$ cat src/rtl/wb_pkg.sv
// Shared types and helpers for the writeback-port arbiter: request payload,
// architectural register constants and the rd_is_x1/rd_is_xn derivation.
package wb_pkg;

  localparam logic [4:0] REG_X0 = 5'd0;
  localparam logic [4:0] REG_X1 = 5'd1;

  typedef struct packed {
    logic [4:0]  idx;
    logic [31:0] data;
  } wb_req_t;

  typedef struct packed {
    logic is_x1;
    logic is_xn;
  } rd_flags_t;

  function automatic rd_flags_t rd_flags(input logic [4:0] idx);
    rd_flags_t f;
    f.is_x1 = (idx == REG_X1);
    f.is_xn = (idx > REG_X1);
    return f;
  endfunction

endpackage

$ cat src/rtl/wb_ll_fifo.sv
// Circular buffer for long-latency results with per-entry valid bits,
// index-match invalidation, two busy lookup ports and skip-invalid pop.
module wb_ll_fifo
  import wb_pkg::*;
#(
  parameter int DEPTH = 2
) (
  input  logic       clk,
  input  logic       rst,
  input  logic       push,
  input  wb_req_t    push_req,
  input  logic       pop,
  input  logic       inv_en,
  input  logic [4:0] inv_idx,
  input  logic [4:0] chk_a_idx,
  input  logic [4:0] chk_b_idx,
  output logic       chk_a_busy,
  output logic       chk_b_busy,
  output logic       full,
  output logic       head_valid,
  output wb_req_t    head_req
);

  localparam int AW = $clog2(DEPTH);
  localparam int CW = AW + 1;

  wb_req_t          mem_q [DEPTH];
  logic [DEPTH-1:0] valid_q, valid_d;
  logic [AW-1:0]    head_q, head_d, tail_q, tail_d;
  logic [CW-1:0]    count_q, count_d;
  logic             found;
  logic [AW-1:0]    sel_ptr;
  logic [CW-1:0]    drop_n;
  logic             do_drop;

  // Oldest valid entry wins; descending scan lets the lowest offset overwrite.
  // NOTE: every always_comb output gets a default first so no latch is inferred.
  always_comb begin
    found   = 1'b0;
    sel_ptr = head_q;
    drop_n  = count_q;
    for (int i = DEPTH - 1; i >= 0; i--) begin
      if (CW'(i) < count_q && valid_q[head_q + AW'(i)]) begin
        found   = 1'b1;
        sel_ptr = head_q + AW'(i);
        drop_n  = CW'(i + 1);
      end
    end
  end

  assign head_valid = found;
  assign head_req   = mem_q[sel_ptr];
  assign full       = (count_q == CW'(DEPTH));
  // With no valid entry left, every occupied slot is stale and drains at once.
  assign do_drop    = (pop & found) | ~found;

  always_comb begin
    valid_d = valid_q;
    head_d  = head_q;
    tail_d  = tail_q;
    count_d = count_q;
    if (inv_en) begin
      for (int i = 0; i < DEPTH; i++) begin
        if (valid_q[i] && mem_q[i].idx == inv_idx) valid_d[i] = 1'b0;
      end
    end
    if (pop && found) valid_d[sel_ptr] = 1'b0;
    if (do_drop) begin
      head_d  = head_q + AW'(drop_n);
      count_d = count_q - drop_n;
    end
    if (push) begin
      valid_d[tail_q] = 1'b1;
      tail_d          = tail_q + AW'(1);
      count_d         = count_d + CW'(1);
    end
  end

  always_comb begin
    chk_a_busy = 1'b0;
    chk_b_busy = 1'b0;
    for (int i = 0; i < DEPTH; i++) begin
      if (valid_q[i] && mem_q[i].idx == chk_a_idx) chk_a_busy = 1'b1;
      if (valid_q[i] && mem_q[i].idx == chk_b_idx) chk_b_busy = 1'b1;
    end
    if (push && push_req.idx == chk_a_idx) chk_a_busy = 1'b1;
    if (push && push_req.idx == chk_b_idx) chk_b_busy = 1'b1;
    if (chk_a_idx == REG_X0) chk_a_busy = 1'b0;
    if (chk_b_idx == REG_X0) chk_b_busy = 1'b0;
  end

  // NOTE: sequential state uses non-blocking assignments so all flops update together.
  always_ff @(posedge clk) begin
    if (rst) begin
      valid_q <= '0;
      head_q  <= '0;
      tail_q  <= '0;
      count_q <= '0;
    end else begin
      valid_q <= valid_d;
      head_q  <= head_d;
      tail_q  <= tail_d;
      count_q <= count_d;
    end
  end

  // NOTE: payload storage is not reset; the valid bits alone decide what is live.
  always_ff @(posedge clk) begin
    if (push) mem_q[tail_q] <= push_req;
  end

endmodule

$ cat src/rtl/wb_port_arb.sv
// Regfile write-port arbiter: pipeline results versus buffered long-latency
// results, with a starvation counter that forces a one-cycle writeback stall.
module wb_port_arb
  import wb_pkg::*;
#(
  parameter int DEPTH      = 2,
  parameter int STARVE_MAX = 4
) (
  input  logic        clk,
  input  logic        rst,
  input  logic        pipe_wr_reg,
  input  logic [4:0]  pipe_wr_regindex,
  input  logic [31:0] pipe_wr_wdata,
  input  logic        pipe_rd_is_x1,
  input  logic        pipe_rd_is_xn,
  input  logic        pipe_exporint,
  input  logic        ll_valid,
  output logic        ll_ready,
  input  logic [4:0]  ll_regindex,
  input  logic [31:0] ll_wdata,
  output logic        wb_stall_req,
  input  logic [4:0]  chk_rs1idx,
  input  logic [4:0]  chk_rs2idx,
  output logic        chk_rs1_busy,
  output logic        chk_rs2_busy,
  output logic        wb2regfile_wr_reg,
  output logic [4:0]  wb2regfile_wr_regindex,
  output logic [31:0] wb2regfile_wr_wdata,
  output logic        wb2regfile_rd_is_x1,
  output logic        wb2regfile_rd_is_xn
);

  localparam int SW = $clog2(STARVE_MAX + 1);

  logic [SW-1:0] starve_q, starve_d;
  logic          full, head_valid, push, pipe_act, grant_buf, busy_a, busy_b;
  wb_req_t       head_req;
  rd_flags_t     head_flags;

  assign ll_ready     = ~rst & ~full;
  assign push         = ll_valid & ll_ready & (ll_regindex != REG_X0);
  assign wb_stall_req = ~rst & (starve_q == SW'(STARVE_MAX));
  assign pipe_act     = ~rst & pipe_wr_reg & ~pipe_exporint & ~wb_stall_req;
  assign grant_buf    = ~rst & head_valid & (wb_stall_req | ~pipe_act);
  assign chk_rs1_busy = ~rst & busy_a;
  assign chk_rs2_busy = ~rst & busy_b;
  assign head_flags   = rd_flags(head_req.idx);

  wb_ll_fifo #(.DEPTH(DEPTH)) u_fifo (
    .clk        (clk),
    .rst        (rst),
    .push       (push),
    .push_req   ('{idx: ll_regindex, data: ll_wdata}),
    .pop        (grant_buf),
    .inv_en     (pipe_act & (pipe_wr_regindex != REG_X0)),
    .inv_idx    (pipe_wr_regindex),
    .chk_a_idx  (chk_rs1idx),
    .chk_b_idx  (chk_rs2idx),
    .chk_a_busy (busy_a),
    .chk_b_busy (busy_b),
    .full       (full),
    .head_valid (head_valid),
    .head_req   (head_req)
  );

  // Idle and pipeline grants both present the pipeline inputs.
  always_comb begin
    wb2regfile_wr_reg      = pipe_act | grant_buf;
    wb2regfile_wr_regindex = pipe_wr_regindex;
    wb2regfile_wr_wdata    = pipe_wr_wdata;
    wb2regfile_rd_is_x1    = pipe_rd_is_x1;
    wb2regfile_rd_is_xn    = pipe_rd_is_xn;
    if (grant_buf) begin
      wb2regfile_wr_regindex = head_req.idx;
      wb2regfile_wr_wdata    = head_req.data;
      wb2regfile_rd_is_x1    = head_flags.is_x1;
      wb2regfile_rd_is_xn    = head_flags.is_xn;
    end
  end

  always_comb begin
    starve_d = '0;
    if (head_valid && !grant_buf) starve_d = starve_q + SW'(1);
  end

  always_ff @(posedge clk) begin
    if (rst) starve_q <= '0;
    else     starve_q <= starve_d;
  end

endmodule

$ cat config.mk
export PLATFORM = sky130hd
export DESIGN_NAME = wb_port_arb
export DESIGN_NICKNAME = d
export VERILOG_FILES = /design/src/rtl/wb_pkg.sv /design/src/rtl/wb_ll_fifo.sv /design/src/rtl/wb_port_arb.sv
export SDC_FILE = /design/constraint.sdc
export NUM_CORES = 1
export LEC_CHECK = 0
export ABC_AREA = 1
export BUFFER_PORTS_ARGS = -buffer_cell sky130_fd_sc_hd__buf_2
export CORE_ASPECT_RATIO = 2
export CORE_UTILIZATION = 55
export DETAILED_ROUTE_END_ITERATION = 16
export HOLD_SLACK_MARGIN = 0.12
export PLACE_DENSITY = 0.86
export SKIP_CTS_REPAIR_TIMING = 1
export SLEW_MARGIN = 25
export SYNTH_ARGS = -nofsm -noshare
export SYNTH_HDL_FRONTEND = slang
export SYNTH_SLANG_ARGS = --single-unit
$ cat constraint.sdc
create_clock -name clk -period 4.8 [get_ports clk]
set_input_delay 0.72 -clock clk [delete_from_list [all_inputs] [get_ports clk]]
set_output_delay 0.72 -clock clk [all_outputs]
set_load 0.005 [all_outputs]
Yosys cells after proc, flatten, opt, wreduce, memory -nomap -nowiden
Memories as Yosys holds them, arrays and structs flattened.
Cells that the tools add are included.
{"block": "word_totals", "memories": 1, "output_inout_bits": 44, "regBits": 9, "mem_bits_rw": 74}
{"block": "classes", "n_lt_le_gt_ge": 9, "reduce_logical": 20, "muxes": 35, "n_addsub": 6, "n_bitwise": 26, "n_eq_ne": 11}
{"name": "u_fifo.mem_q", "words": 2, "width": 37, "read_ports": 3, "rd_ports_with_merged_regs": 0, "wr": 1, "line": "wb_ll_fifo.sv:27", "text": "wb_req_t mem_q [DEPTH];"}
{"op": "$eq 5x5->1", "n": 8}
{"op": "$mux 32", "n": 1}
{"op": "$mux 1", "n": 24}
{"op": "$logic_and 1x1->1", "n": 14}
{"op": "$mux 2", "n": 7}
{"op": "$and 1x1->1", "n": 13}
{"op": "$logic_not 5->1", "n": 2}
{"op": "$reduce_bool 5->1", "n": 2}
{"op": "$lt 1x2->1 const B", "n": 4}
{"op": "$not 1->1", "n": 7}
{"op": "$eq 5x1->1 const B", "n": 1}
{"op": "$gt 5x1->1 const B", "n": 1}
{"op": "$mux 5", "n": 1}
{"op": "$lt 1x2->1 const A", "n": 2}
{"op": "$add 3x1->3 const B", "n": 1}
{"op": "$eq 3x3->1 const B", "n": 1}
{"op": "$or 1x1->1", "n": 3}
{"op": "$add 1x1->1 const B", "n": 2}
{"op": "$add 2x1->2 const B", "n": 1}
{"op": "$and 2x2->2", "n": 1}
{"op": "$demux 1 s1", "n": 2}
{"op": "$eq 2x2->1 const B", "n": 1}
{"op": "$ge 1x1->1 const B", "n": 2}
{"op": "$not 2->2", "n": 1}
{"op": "5 further kinds", "n": 5}

Logic depth before layout (Yosys ltp)
{"block": "logic_depth", "word_depth": 15, "ltp_mapped": 15}

Cells and area by module
Synthesis repeated with hierarchy kept, for this count alone.
{"block": "unflattened", "hier_cells": 544, "hier_area_um2": 4588.2}
{"mod": "wb_ll_fifo", "cells_each": 375, "instances": 1, "area_per_inst_um2": 3704.8, "seq_area_each_um2": 2342.2}
{"mod": "wb_port_arb", "cells_each": 169, "instances": 1, "area_per_inst_um2": 883.3, "seq_area_each_um2": 60.1}

Least setup slack after synthesis
OpenSTA, ideal clock, no wires.
{"block": "synth_timing", "path_type": "input to register", "startpoint": "input rst", "endpoint": "memory u_fifo.mem_q[1][0] in the netlist's numbering, enable pin", "required_time_ns": 4.408, "arrival_ns": 2.062, "stages": 5, "setup_ns": 0.392, "n_path_buf": 0, "path_slack_ns": 2.346, "cell_sequence": "a21oi_1 -> nand2_1 -> nor2_1 -> nand2_1 -> inv_1"}
{"block": "synth_via", "elab_chain_len": 6}
{"item": "from (decl)", "line": "wb_port_arb.sv:10", "text": "input logic rst,"}
{"item": "$not 1->1", "line": "wb_port_arb.sv:40", "text": "assign ll_ready = ~rst & ~full;"}
{"item": "$and 1x1->1", "line": "wb_port_arb.sv:40"}
{"item": "$and 1x1->1 (2 in a row)", "line": "wb_port_arb.sv:41", "text": "assign push = ll_valid & ll_ready & (ll_regindex != REG_X0);"}
{"item": "$mux 1", "line": "wb_ll_fifo.sv:109", "text": "if (push) mem_q[tail_q] <= push_req;"}
{"item": "$mux 1 (not written as such)", "line": "wb_ll_fifo.sv:109"}
{"item": "to (decl)", "line": "wb_ll_fifo.sv:27"}
Every way passes these cells.

Worst setup path after layout
{"block": "layout_timing", "startpoint": "register u_fifo.count_q[1]", "endpoint": "output wb2regfile_rd_is_x1"}
{"block": "layout_via", "elab_chain_len": 7}
{"item": "from (decl)", "line": "wb_ll_fifo.sv:30", "text": "logic [CW-1:0] count_q, count_d;"}
{"item": "from (signal assigned)", "line": "wb_ll_fifo.sv:103", "text": "count_q <= count_d;"}
{"item": "$lt 1x2->1", "line": "wb_ll_fifo.sv:43", "text": "if (CW'(i) < count_q && valid_q[head_q + AW'(i)]) begin"}
{"item": "$logic_and 1x1->1", "line": "wb_ll_fifo.sv:43"}
{"item": "$mux 1 (2 in a row)", "line": "wb_ll_fifo.sv:43"}
{"item": "$mem_v2 2x37 / $and 1x1->1 (equally long branches)"}
{"item": "$eq 5x1->1 / $and 1x1->1 (equally long branches)", "line": "wb_pkg.sv:20, wb_port_arb.sv:44"}
{"item": "$mux 1 (*)", "line": "wb_port_arb.sv:73", "text": "if (grant_buf) begin"}
{"item": "to (decl)", "line": "wb_port_arb.sv:29", "text": "output logic wb2regfile_rd_is_x1,"}
Mark *: on every way between the ends. The rest lies on a longest branch, timed or not.

==> insert_results.sql <==
INSERT INTO impl_metrics (metric_group, metric, value, unit) VALUES
('yosys', 'post_synthesis_average_cell_area', '10.25', 'sq um'),
('worst_setup_path', 'start_kind', 'flop', ''),
('floorplan', 'io-pin-count', '135', ''),
('worst_setup_path', 'critPathRequiredTime', '4.08', 'ns'),
('yosys', 'mappedNetlistNets', '504', ''),
('yosys', 'yosys.area_share.adder', '0.8931', '%'),
('global_routing', 'global_route.usage.met1', '27.08', '%'),
('worst_setup_path', 'cp_endpoint_kind', 'output pin', ''),
('power', 'power_density', '387.2', 'nW/um^2'),
('floorplan', 'coreArea', '7322', 'sq um'),
('cells_and_area', 'layout.cells.non_filler', '643', ''),
('global_routing', 'via_count_of_the_first_global_routing_pass', '3571', ''),
('placed_design', 'portBuffers', '134', ''),
('routing', 'final_antenna_violating_net_count', '0', ''),
('placed_design', 'gpl.final_weighted_congestion', '0.9561', ''),
('timing', 'actual_transition_at_the_worst_max_transition_pin', '0.7890', 'ns'),
('global_routing', 'grt_antenna_before_repair', '0', ''),
('clocking', 'cts_root_buf', 'sky130_fd_sc_hd__clkbuf_16', ''),
('clocking', 'cts_tree', 'done', ''),
('yosys', 'synth.ff_latch_count', '83', ''),
('power', 'leakage', '0.002240', 'uW'),
('yosys', 'multiplexer_fraction_of_the_synthesized_cell_area', '0', '%'),
('yosys', 'area_fraction_in_compound_gates_after_synthesis', '11.58', '%'),
('worst_setup_path', 'critical-path-top-cell-by-count', 'sky130_fd_sc_hd__nand2_1', ''),
('cells_and_area', 'mostFrequentLayoutCells', 'sky130_fd_sc_hd__buf_2 (134), sky130_fd_sc_hd__nand2_1 (114), sky130_fd_sc_hd__edfxtp_1 (74)', ''),
('global_routing', 'gr-usage-met3', '5.435', '%'),
('global_routing', 'globalRouteTotalUtil', '26.79', '%'),
('floorplan', 'die-area', '8016', 'sq um'),
('yosys', 'yosysSeqAreaShare', '57.16', '%'),
('yosys', 'yosysUniqueCellTypes', '31', ''),
('timing', 'skew', '0.008790', 'ns'),
('clocking', 'cts-root-to-sink-buffers', '2', ''),
('run', 'drv_cap', '0', ''),
('yosys', 'synth_simple_gate_area_share', '18.87', '%'),
('routing', 'avgViaCountPerCell', '5.453', ''),
('timing', 'maxSlewViolCount', '0', ''),
('global_routing', 'grt-busiest-layer', 'met2', ''),
('worst_setup_path', 'largest_fanout_on_the_critical_path', '38', ''),
('timing', 'layout_worst_path_cycle_share', '73.10', '%'),
('routing', 'wire_per_inst', '15.61', 'um'),
('floorplan', 'floorplan.die.width', '63.81', 'um'),
('yosys', 'syn-cell-area', '4203', 'sq um'),
('timing', 'hold_violation_count_in_the_final_report', '0', ''),
('floorplan', 'starting_density_of_the_core', '57.40', '%'),
('routing', 'dr.pass1.iters', '5', ''),
('cells_and_area', 'layout_commonest_cell', 'sky130_fd_sc_hd__buf_2', ''),
('yosys', 'synthesis.yosys.warnings', '0', ''),
('min_path', 'min_path_type', 'flop to flop', ''),
('yosys', 'synth_xor_area_share', '5.835', '%'),
('worst_setup_path', 'cp_data_arrival_time', '2.79', 'ns'),
('status', 'run_status', 'completed', ''),
('timing', 'worst_slew_margin_rel', '47.27', '%'),
('worst_setup_path', 'crit_path_cell_trace', 'inv_1 > nand2_1 > nand2_2 > nand2_4 > nand2_4 > nor2_4 > nand2_1 > nand2_1 > nand3_1 > nand2_1 > buf_2', ''),
('cells_and_area', 'antenna_cells', '0', ''),
('timing', 'final.setup.tns', '0', 'ns'),
('timing', 'final.hold.worst_slack', '0.4572', 'ns'),
('cells_and_area', 'layout-drive-gt1-share', '31.76', '%'),
('clocking', 'cts_sinks', '83', ''),
('timing', 'timing.final.crit_period', '3.509', 'ns'),
('placed_design', 'place_inst', '627', ''),
('global_routing', 'use_met2', '48.31', '%'),
('yosys', 'main_combinational_cell_family_by_area_after_synthesis', 'simple AND/OR/NAND/NOR gates', ''),
('routing', 'drcViolationCount', '0', ''),
('power', 'peakVddDrop', '0.0003533', 'V'),
('clocking', 'cts.htree.levels', '3', ''),
('routing', 'routed_wl', '10.04', 'mm'),
('clocking', 'cts_inserted_buffers', '9', ''),
('worst_setup_path', 'critPathKind', 'flop to output pin', ''),
('timing', 'rsz_0062_raised_after_global_routing', 'no', ''),
('placed_design', 'placement.cell_area', '4893', 'sq um'),
('global_routing', 'pin_count_of_the_biggest_net_entering_global_routing', '39', '');
[path summary, 6_finish.rpt]
path / slack (ns) / end / depth (start not counted) / from
worst max-delay path: 1.29 / wb2regfile_rd_is_x1 / 11 / u_fifo.count_q[1]
worst min register to register: 0.46 / starve_q[0] / 1 / starve_q[0]
worst min-delay path: 0.46 / starve_q[0] / 1 / starve_q[0]
worst max register to register: 2.44 / u_fifo.valid_q[1] / 9 / u_fifo.count_q[1]
[worst max-delay path: cells and delay by family (launching register included)]
family        cells  cell delay (ns)
simple gates      9             1.72
flops             1             0.52
buf+inv           2             0.19
[power by group]
part | switching (uW) | total [uW] | internal, uW
Sequential | 41.6 | 892 | 850
Clock | 253 | 679 | 426
Combinational | 269 | 443 | 174
[through the flow]
stage	worst slack, ns	utilization [%]	total power [uW]
floorplan	2.346	-	1194
global placement	1.432	66.83	1324
detailed placement	1.410	66.83	1345
CTS	1.293	71.05	2024
global route	1.043	71.05	2109
finish	1.291	71.05	2014
[kinds of logic after synthesis]
group | after synthesis
AOI/OAI and AO/OA | 68
and+or+nand+nor | 183
DFF | 83
adders and majority gates | 3
xor gates and xnor gates | 28
buffers and inverters | 45
[state kept, by name, summed over array words and instances, names as in the netlist]
name	count
u_fifo.mem_q	74
u_fifo.head_q	1
u_fifo.tail_q	1
u_fifo.count_q	2
starve_q	3
u_fifo.valid_q	2
[routing by layer]
| metal | wire length (um) | part of all wire [%] |
|---|---|---|
| met5 | 0 | 0 |
| met4 | 487 | 4.9 |
| met3 | 689 | 6.9 |
| met2 | 5498 | 55 |
| met1 | 3361 | 33 |
[final cells by class]
| type | count | area [sq um] |
|---|---|---|
| timing repair buffer | 136 | 685.7 |
| clock buffer | 13 | 292.8 |
| sequential | 83 | 2402 |
| multi-input combinational | 282 | 1563 |
| fill | 535 | 2120 |
| tap | 92 | 115.1 |
| inverter | 34 | 127.6 |
| clock inverter | 3 | 16.27 |
[cells in the mapped netlist]
cell	instances	area, sq um
sky130_fd_sc_hd__a31oi_1	4	25.02
sky130_fd_sc_hd__o21ai_0	12	60.06
sky130_fd_sc_hd__nor2_4	1	11.26
sky130_fd_sc_hd__a21oi_1	10	50.05
sky130_fd_sc_hd__nand3_1	22	110.1
sky130_fd_sc_hd__nand2_2	5	31.28
sky130_fd_sc_hd__o211ai_1	1	7.510
sky130_fd_sc_hd__inv_1	30	112.6
sky130_fd_sc_hd__inv_2	4	15.01
sky130_fd_sc_hd__edfxtp_1	74	2222
sky130_fd_sc_hd__o22ai_1	5	31.28
sky130_fd_sc_hd__o31ai_1	2	15.01
sky130_fd_sc_hd__and3b_1	1	8.760
sky130_fd_sc_hd__a22oi_2	8	100.1
sky130_fd_sc_hd__nand2_4	2	22.52
sky130_fd_sc_hd__nand4_1	6	37.54
sky130_fd_sc_hd__buf_2	3	15.01
sky130_fd_sc_hd__nor3_1	1	5.000
sky130_fd_sc_hd__nor2_1	29	108.9
sky130_fd_sc_hd__xor2_1	10	87.58
sky130_fd_sc_hd__nand2_1	114	427.9
sky130_fd_sc_hd__xnor2_1	18	157.7
sky130_fd_sc_hd__ha_1	3	37.54
sky130_fd_sc_hd__buf_6	6	67.56
sky130_fd_sc_hd__buf_4	1	7.510
sky130_fd_sc_hd__a31o_2	2	17.52
sky130_fd_sc_hd__nand3_2	1	10.01
sky130_fd_sc_hd__nor2_8	1	20.02
sky130_fd_sc_hd__a22oi_1	24	180.2
sky130_fd_sc_hd__buf_12	1	20.02
sky130_fd_sc_hd__dfxtp_1	9	180.2
Power figures use the tool's default switching activity.
